## src/rtl/ps2_rx_frame.sv

```systemverilog
// PS/2 device-to-host frame receiver: pin synchronizer, clock de-glitch filter,
// 11-bit frame deserializer and watchdog. Optional macro: PS2_RX_PARITY_CHK_EN.
module ps2_rx_frame #(
  parameter int CLK_FREQ_HZ = 50_000_000,
  parameter int FILTER_LEN  = 8,
  parameter int TIMEOUT_US  = 200
) (
  input  logic       clk,
  input  logic       rst_n,
  input  logic       ps2_clk,
  input  logic       ps2_data,
  output logic       valid,
  output logic [7:0] scan_code,
  output logic       frame_err
);

  localparam int TIMEOUT_CYC = CLK_FREQ_HZ / 1_000_000 * TIMEOUT_US;
  localparam int FW = $clog2(FILTER_LEN + 1);
  localparam int WW = $clog2(TIMEOUT_CYC + 1);

  typedef enum logic [1:0] {IDLE, DATA, PARITY, STOP} state_t;

  state_t         state, state_next;
  logic [1:0]     clk_sync, data_sync;
  logic           filt_clk, filt_prev;
  logic [FW-1:0]  filt_cnt;
  logic [7:0]     sreg;
  logic [2:0]     bit_cnt;
  logic [WW-1:0]  wd_cnt;
  logic           fall_evt, bit_in, wd_hit, par_ok, accept, reject;
`ifdef PS2_RX_PARITY_CHK_EN
  logic           par_bit;
`endif

  always_ff @(posedge clk) begin
    if (!rst_n) begin
      clk_sync  <= 2'b11;
      data_sync <= 2'b11;
    end else begin
      clk_sync  <= {clk_sync[0], ps2_clk};
      data_sync <= {data_sync[0], ps2_data};
    end
  end

  // The filtered clock follows the pin only after FILTER_LEN steady cycles.
  always_ff @(posedge clk) begin
    if (!rst_n) begin
      filt_clk  <= 1'b1;
      filt_prev <= 1'b1;
      filt_cnt  <= '0;
    end else begin
      filt_prev <= filt_clk;
      if (clk_sync[1] == filt_clk) begin
        filt_cnt <= '0;
      end else if (filt_cnt == FW'(FILTER_LEN - 1)) begin
        filt_clk <= clk_sync[1];
        filt_cnt <= '0;
      end else begin
        filt_cnt <= filt_cnt + FW'(1);
      end
    end
  end

  assign fall_evt = filt_prev & ~filt_clk;
  assign bit_in   = data_sync[1];
  // A fall event in the expiry cycle takes priority over the watchdog.
  assign wd_hit   = (state != IDLE) && !fall_evt && (wd_cnt == WW'(TIMEOUT_CYC - 1));

`ifdef PS2_RX_PARITY_CHK_EN
  assign par_ok = ^{sreg, par_bit};
`else
  assign par_ok = 1'b1;
`endif

  always_ff @(posedge clk) begin
    if (!rst_n) state <= IDLE;
    else        state <= state_next;
  end

  always_comb begin
    state_next = state;
    case (state)
      IDLE:   if (fall_evt && !bit_in) state_next = DATA;
      DATA:   if (fall_evt && bit_cnt == 3'd7) state_next = PARITY;
      PARITY: if (fall_evt) state_next = STOP;
      STOP:   if (fall_evt) state_next = IDLE;
      default: state_next = IDLE;
    endcase
    if (wd_hit) state_next = IDLE;
  end

  always_comb begin
    accept = (state == STOP) && fall_evt && bit_in && par_ok;
    reject = ((state == STOP) && fall_evt && !(bit_in && par_ok)) || wd_hit;
  end

  always_ff @(posedge clk) begin
    if (!rst_n) begin
      valid     <= 1'b0;
      frame_err <= 1'b0;
      scan_code <= 8'h00;
      sreg      <= 8'h00;
      bit_cnt   <= 3'd0;
      wd_cnt    <= '0;
`ifdef PS2_RX_PARITY_CHK_EN
      par_bit   <= 1'b0;
`endif
    end else begin
      valid     <= accept;
      frame_err <= reject;
      if (accept) scan_code <= sreg;
      if (fall_evt) begin
        case (state)
          IDLE: bit_cnt <= 3'd0;
          DATA: begin
            sreg    <= {bit_in, sreg[7:1]};
            bit_cnt <= bit_cnt + 3'd1;
          end
          PARITY: begin
`ifdef PS2_RX_PARITY_CHK_EN
            par_bit <= bit_in;
`endif
          end
          default: ;
        endcase
      end
      if (state == IDLE || fall_evt || wd_hit) wd_cnt <= '0;
      else                                      wd_cnt <= wd_cnt + WW'(1);
    end
  end

endmodule

```

## config.mk

```make
export PLATFORM = sky130hd
export DESIGN_NAME = ps2_rx_frame
export DESIGN_NICKNAME = d
export VERILOG_FILES = /design/src/rtl/ps2_rx_frame.sv
export SDC_FILE = /design/constraint.sdc
export NUM_CORES = 1
export LEC_CHECK = 0
export CORE_UTILIZATION = 30
export CTS_CLUSTER_DIAMETER = 200
export DETAILED_ROUTE_END_ITERATION = 10
export GPL_ROUTABILITY_DRIVEN = 0
export SYNTH_ARGS = -nofsm -noshare
export SYNTH_HDL_FRONTEND = slang
export SYNTH_SLANG_ARGS = --single-unit
```

## constraint.sdc

```tcl
create_clock -name clk -period 2.05 [get_ports clk]
set_input_delay 0.205 -clock clk [delete_from_list [all_inputs] [get_ports clk]]
set_output_delay 0.205 -clock clk [all_outputs]
set_load 0.02 [all_outputs]
```

==> key figures, run 1 <==
Run status
  – Status: complete, no violations

STA
  – RSZ-0062 raised after global routing: no
  – Max Fclk: 543.0 MHz
  – Final setup vio count: 0
  – Fin crit share: approximately nine tenths
  – Final hold vios: 0
  – WHS: 0.4083 ns
  – Final TNS setup: 0 ns
  – Clk_skew: approximately 0.010 ns
  – Rel. slew slack: between 70 and 80%
  – Worst slew pin tran: a little under 0.4 ns
  – Max Slew Vio Count: 0
  – Minimum clock period after layout: 1.842 ns

Cells and area
  – Most frequent cells in the layout: dfxtp_1 (47), nand2_1 (38), nor2_1 (20)
  – Final #Nets: 237
  – Area of the multi-input gates: 920.9 µm²
  – Layout Cells excl Fill: 301
  – Leading cell type in the layout, fill and taps excluded: dfxtp_1
  – Design area: 2267 µm²
  – Share of layout cells above drive strength 1: 6.195%
  – Synthesis-to-finish area growth: 17.97%
  – Sequential Area: 940.9 µm²
  – Fillers: 613
  – Diode count: 0

Clock network
  – CTS tree: yes
  – CTS Hold Buffers Added: 0
  – Cts bufs inserted: 5
  – Post_cts resized: 0
  – Worst skew pair latency: 0.29 ns
  – Max Root-Sink Buffers: 2
  – H-Tree Depth: 2
  – Reg clk slew, reported paths: 0.08 ns
  – CTS sink count: 47
  – CTS root buf: clkbuf_8
  – Post-CTS Repair Setup Buffers: 0

Routing
  – Pre-antenna DRT Iters: 4
  – Average wire per standard cell: 10.60 µm
  – Post-route ant nets: 0
  – DRC viols: 0
  – Vias per cell: approximately 4.5
  – Routed vias: 1360
  – DRT iter0 DRCs: between 70 and 80
  – WL final: around 3200 µm

Logic synthesis
  – Post-Synth Simple-Gate Area: 25.39%
  – Synth Cell Area: ~1900 µm²
  – Syn Nets: roughly 220
  – Synth async-reset ratio: 0%
  – Netlist cell types: 31
  – Post-synth EDFFs: 0
  – Yosys reg bits: 47
  – Compound-Gate Fraction of Synth Area: 8.854%
  – Primary FF master, synth: dfxtp_1
  – Syn Inst Count: about 210
  – Mux share of post-synthesis cell area: 1.628%
  – Synth Area per Inst: 9.195 µm²
  – Largest family of logic cells by synthesized area: simple AND/OR/NAND/NOR gates
  – Post-synthesis sequential area ratio: 48.96%
  – Post-synthesis adder-cell area fraction: 5.208%
  – Post-Synth XOR/XNOR Area: 6.836%
  – Synthesis Warnings: 0

Critical path
  – Critical Path Fanout Max: 14
  – Crit Path Class: reg2reg
  – Worst setup SP type: flip-flop
  – Worst Path Required: 2.23 ns
  – CP arrival: 2.02 ns
  – R2R Path Start: wd_cnt[6]
  – R2R depth: 4
  – R2r setup slk: 0.21 ns
  – Reg2reg end: wd_cnt[4]
  – Worst setup EP type: flip-flop

Global routing
  – Vias in the first global route: ~1.3k
  – Global-route wire length before repair: 5451 µm
  – Grt ovf: 0
  – Initial antenna violation count: 0
  – Total GRT Usage: around a tenth
  – Largest net degree at the start of global routing: 23

Worst hold path
  – Hold path startpoint: data_sync[0]
  – Cell count of the worst hold path: 1
  – Endpoint, Worst Hold: data_sync[1]
  – HP Class: reg2reg

Pwr
  – Total power: around 1700 µW
  – VDD IR max: 0.6077 mV
  – Power per cell area: 762.1 nW/µm²
  – P_leak: 0.0007720 µW

Placed design
  – Port Buf Inserts: 13
  – DPL Wire Length: 2219 µm
  – Placed Instance Area: 2135 µm²
  – Placed Cells: 293

Floorplan
  – Core ar.: 6061 µm²
  – Die area: 6731 µm²
  – Chip height: 82.04 µm
  – Top Ports: 14
  – Initial Util: roughly a third
  – # rows: 28
  – Die Wd: between 80 and 90 µm

Job
  – Max Cap Viol: 0
[final cells by class]
class,instances,area share (%)
clock buffer,6,3.201
clock inverter,2,2.649
inverter,7,1.159
multi-input combinational,148,40.62
sequential,47,41.50
tap,75,4.139
timing repair buffer,16,6.733
[cell usage after synthesis, drive strengths merged, types with 3 or more instances]
library cell	n	area [µm²]
nor3	3	15.01
nor2	20	75.07
nand3	8	45.04
nand2b	7	51.30
a21boi	17	127.6
nand2	38	142.6
dfxtp	47	940.9
inv	7	26.28
and3	5	31.28
nor4	5	31.28
nor2b	4	25.02
ha	8	100.1
xnor2	11	96.34
xor2	4	35.03
clkbuf	6	22.52
[stage by stage]
stage / utilization (%) / worst slack [ns]
global route: 37.41 / 0.1290
finish: 37.41 / 0.2085
detailed placement: 35.22 / 0.1897
CTS: 37.41 / 0.1748
global placement: 35.22 / 0.2263
floorplan: - / 0.2953
[routing by layer]
| metal | GRT usage (%) | wire length (µm) | part of all wire [%] | vias to the layer above |
|---|---|---|---|---|
| li1 | - | - | - | 726 |
| met1 | 13.13 | 1616 | 51 | 620 |
| met2 | 17.44 | 1467 | 46 | 12 |
| met3 | 3.000 | 80 | 2.5 | 2 |
| met4 | 4.211 | 27 | 0.85 | 0 |
| met5 | 0 | 0 | 0 | - |
[critical path, cell delays in order (launching register included)]
cell,delay [ns]
dfxtp_1,0.36
or4b_1,0.50
or4_4,0.53
nand3_2,0.25
nor2_1,0.09
[state kept, by name, summed over array words and instances, names as in the netlist]
| signal | flops |
|---|---|
| clk_sync | 2 |
| data_sync | 2 |
| scan_code | 8 |
| sreg | 8 |
| state | 2 |
| bit_cnt | 3 |
| filt_cnt | 4 |
| wd_cnt | 14 |
| filt_clk | 1 |
| valid | 1 |
| filt_prev | 1 |
| frame_err | 1 |
[cell families after synthesis]
logic type | count (synthesis)
buffers and inverters | 14
AO/OA/AOI/OAI | 23
flip-flops | 47
multiplexers | 3
adder cells (fa/ha/maj) | 8
XOR/XNOR | 15
AND/OR/NAND/NOR | 99
[power breakdown]
part | switching, µW | total (µW) | internal, µW
clock network | 297 | 785 | 487
registers | 2.13 | 918 | 916
logic | 11.0 | 24.8 | 13.8
[worst max path at each step]
stage          startpoint   endpoint  slack (ns)
3_5_place_dp    wd_cnt[6]  wd_cnt[6]        0.19
5_1_grt         wd_cnt[6]  wd_cnt[4]        0.13
2_1_floorplan   wd_cnt[6]   state[1]        0.30
6_report        wd_cnt[6]  wd_cnt[4]        0.21
4_1_cts         wd_cnt[6]  wd_cnt[6]        0.17
3_3_place_gp    wd_cnt[6]  wd_cnt[9]        0.23
Power figures use the tool's default switching activity.
==> run 2, diff against run 1 <==
--- a/config.mk
+++ b/config.mk
@@ -9,6 +9,7 @@
 export CTS_CLUSTER_DIAMETER = 200
 export DETAILED_ROUTE_END_ITERATION = 10
 export GPL_ROUTABILITY_DRIVEN = 0
+export REMOVE_ABC_BUFFERS = 1
 export SYNTH_ARGS = -nofsm -noshare
 export SYNTH_HDL_FRONTEND = slang
 export SYNTH_SLANG_ARGS = --single-unit
==> run 2 against run 1 <==
Compared with the run above:
- final cell count increased by 0.66%
- fmax shrank 1.5%
- worst hold slack is essentially flat
- highest routed layer unchanged
==> key figures, run 2 (synthesized netlist as in run 1, its figures left out) <==
Clock network
  – H-Tree Depth: 2
  – Post-CTS Repair Setup Buffers: 0
  – Post_cts resized: 0
  – CTS Hold Buffers Added: 0
  – CTS root buf: clkbuf_8
  – CTS tree: yes
  – Worst skew pair latency: 0.31 ns
  – Cts bufs inserted: 5
  – CTS sink count: 47
  – Max Root-Sink Buffers: 2
  – Reg clk slew, reported paths: 0.09 ns

Cells and area
  – Most frequent cells in the layout: dfxtp_1 (47), nand2_1 (38), nor2_1 (20)
  – Share of layout cells above drive strength 1: 7.456%
  – Leading cell type in the layout, fill and taps excluded: dfxtp_1
  – Synthesis-to-finish area growth: 18.16%
  – Core Util, Final: about 37%
  – Diode count: 0
  – Largest Register: wd_cnt
  – Biggest regs: wd_cnt x14, scan_code x8, sreg x8
  – Layout Cells excl Fill: 303
  – Max reg flops: 14
  – Final #Nets: 239

Placed design
  – DPL Wire Length: around 2200 µm
  – Port Buf Inserts: 13
  – Placed Cells: between 200 and 300

Pwr
  – Power per cell area: 735.0 nW/µm²
  – Switching portion of total power: 20.09%
  – Gate power share: 1.6%
  – Clock share of power: between 40% and 50%
  – Psw: 335.4 µW
  – P_leak: 0.0007780 µW
  – Pint: between 1000 and 1500 µW
  – VDD IR max: 0.2775 mV
  – Reg power frac: 55.0%

Critical path
  – Slowest stage cell on the critical path: or4_4
  – Worst setup SP type: flip-flop
  – R2r setup slk: 0.18 ns
  – R2R Path Start: wd_cnt[6]
  – Crit Path Class: reg2reg
  – CP arrival: 2.05 ns
  – Top delay family on crit path: simple AND/OR/NAND/NOR gates
  – Cells along the critical path: or4b_1 -> or4_4 -> nand3_2 -> nor2_1
  – Worst setup EP type: flip-flop
  – Worst Setup SP: wd_cnt[6]
  – Critical Path Fanout Max: 14
  – Crit-path max cell delay: about 0.54 ns
  – Worst Path Required: 2.23 ns
  – CP Buf/Inv Count: 0

Routing
  – Post-route ant nets: 0
  – Metal-1 WL: 1647 µm
  – Vias per cell: around 4.5
  – Pre-antenna DRT Iters: 4
  – WL final: between 3000 and 4000 µm
  – Max layer used: met4
  – Average wire per standard cell: 10.31 µm
  – Metal3 WL: 118 µm
  – DRT iter0 DRCs: 40
  – DRC viols: 0
  – DR WL met2: approximately 1300 µm
  – Routed vias: 1374

STA
  – Final hold vios: 0
  – RSZ-0062 raised after global routing: no
  – Max Fclk: approximately 540 MHz
  – Minimum clock period after layout: 1.869 ns
  – Max Slew Vio Count: 0
  – Rel. slew slack: approximately 72%
  – Final setup vio count: 0
  – Fin crit share: 91.15%
  – Worst slew pin tran: 0.4130 ns
  – Clk_skew: about 0.017 ns
  – Final TNS setup: 0 ns

Global routing
  – Global-route wire length before repair: 5575 µm
  – Grt ovf: 0
  – Vias in the first global route: 1294
  – Total GRT Usage: 10.70%
  – Initial antenna violation count: 0
  – Largest net degree at the start of global routing: 16

Floorplan
  – Core ar.: between 6000 and 7000 µm²
  – # rows: 28
  – Initial Util: 31.71%
  – Die Wd: 82.04 µm
  – Top Ports: 14
  – Die area: 6731 µm²
  – Chip height: 82.04 µm

Worst hold path
  – Hold path startpoint: data_sync[0]
  – HP Class: reg2reg

Job
  – Max Cap Viol: 0

Run status
  – Status: complete, no violations
==> run 2: area by class of cell <==
| type | count | area, µm² |
|---|---|---|
| clock buffers | 6 | 82.58 |
| flip-flops and latches | 47 | 940.9 |
| fillers | 631 | 3790 |
| well taps | 75 | 93.84 |
| multi-input cells | 148 | 920.9 |
| inverters | 7 | 26.28 |
| clock inverters | 2 | 38.79 |
| repair buffers | 18 | 167.7 |
==> run 2: worst paths after layout <==
kind | to | cells past startpoint
setup / recovery | wd_cnt[2] | 4
hold / removal | data_sync[1] | 1
setup reg to reg | wd_cnt[2] | 4
hold reg to reg | data_sync[1] | 1
==> run 2: stage by stage <==
stage	setup slack [ns]	hold slack (ns)	total power (µW)	instance area, µm²
2_1_floorplan	0.2953	0.2669	949.0	1888
3_3_place_gp	0.2345	0.3905	967.8	2150
3_5_place_dp	0.1930	0.3909	967.9	2150
4_1_cts	0.1700	0.4107	1696	2271
5_1_grt	0.1077	0.4317	1729	2271
6_report	0.1813	0.4083	1669	2271
==> run 2: per-layer routing <==
| metal | vias to the layer above | track usage (%) |
|---|---|---|
| met5 | - | 0 |
| met4 | 0 | 4.211 |
| met3 | 5 | 3.556 |
| met2 | 20 | 17.02 |
| met1 | 620 | 13.21 |
| li1 | 729 | - |
==> run 2: power by group through the flow <==
stage                     sequential [µW]  combinational [µW]  clock [µW]
final                                 918                27.3         724
after global routing                  919                30.5         779
after CTS                             918                28.2         749
after detailed placement              940                28.1           0
after global placement                940                28.0           0
after floorplan                       939                9.59           0
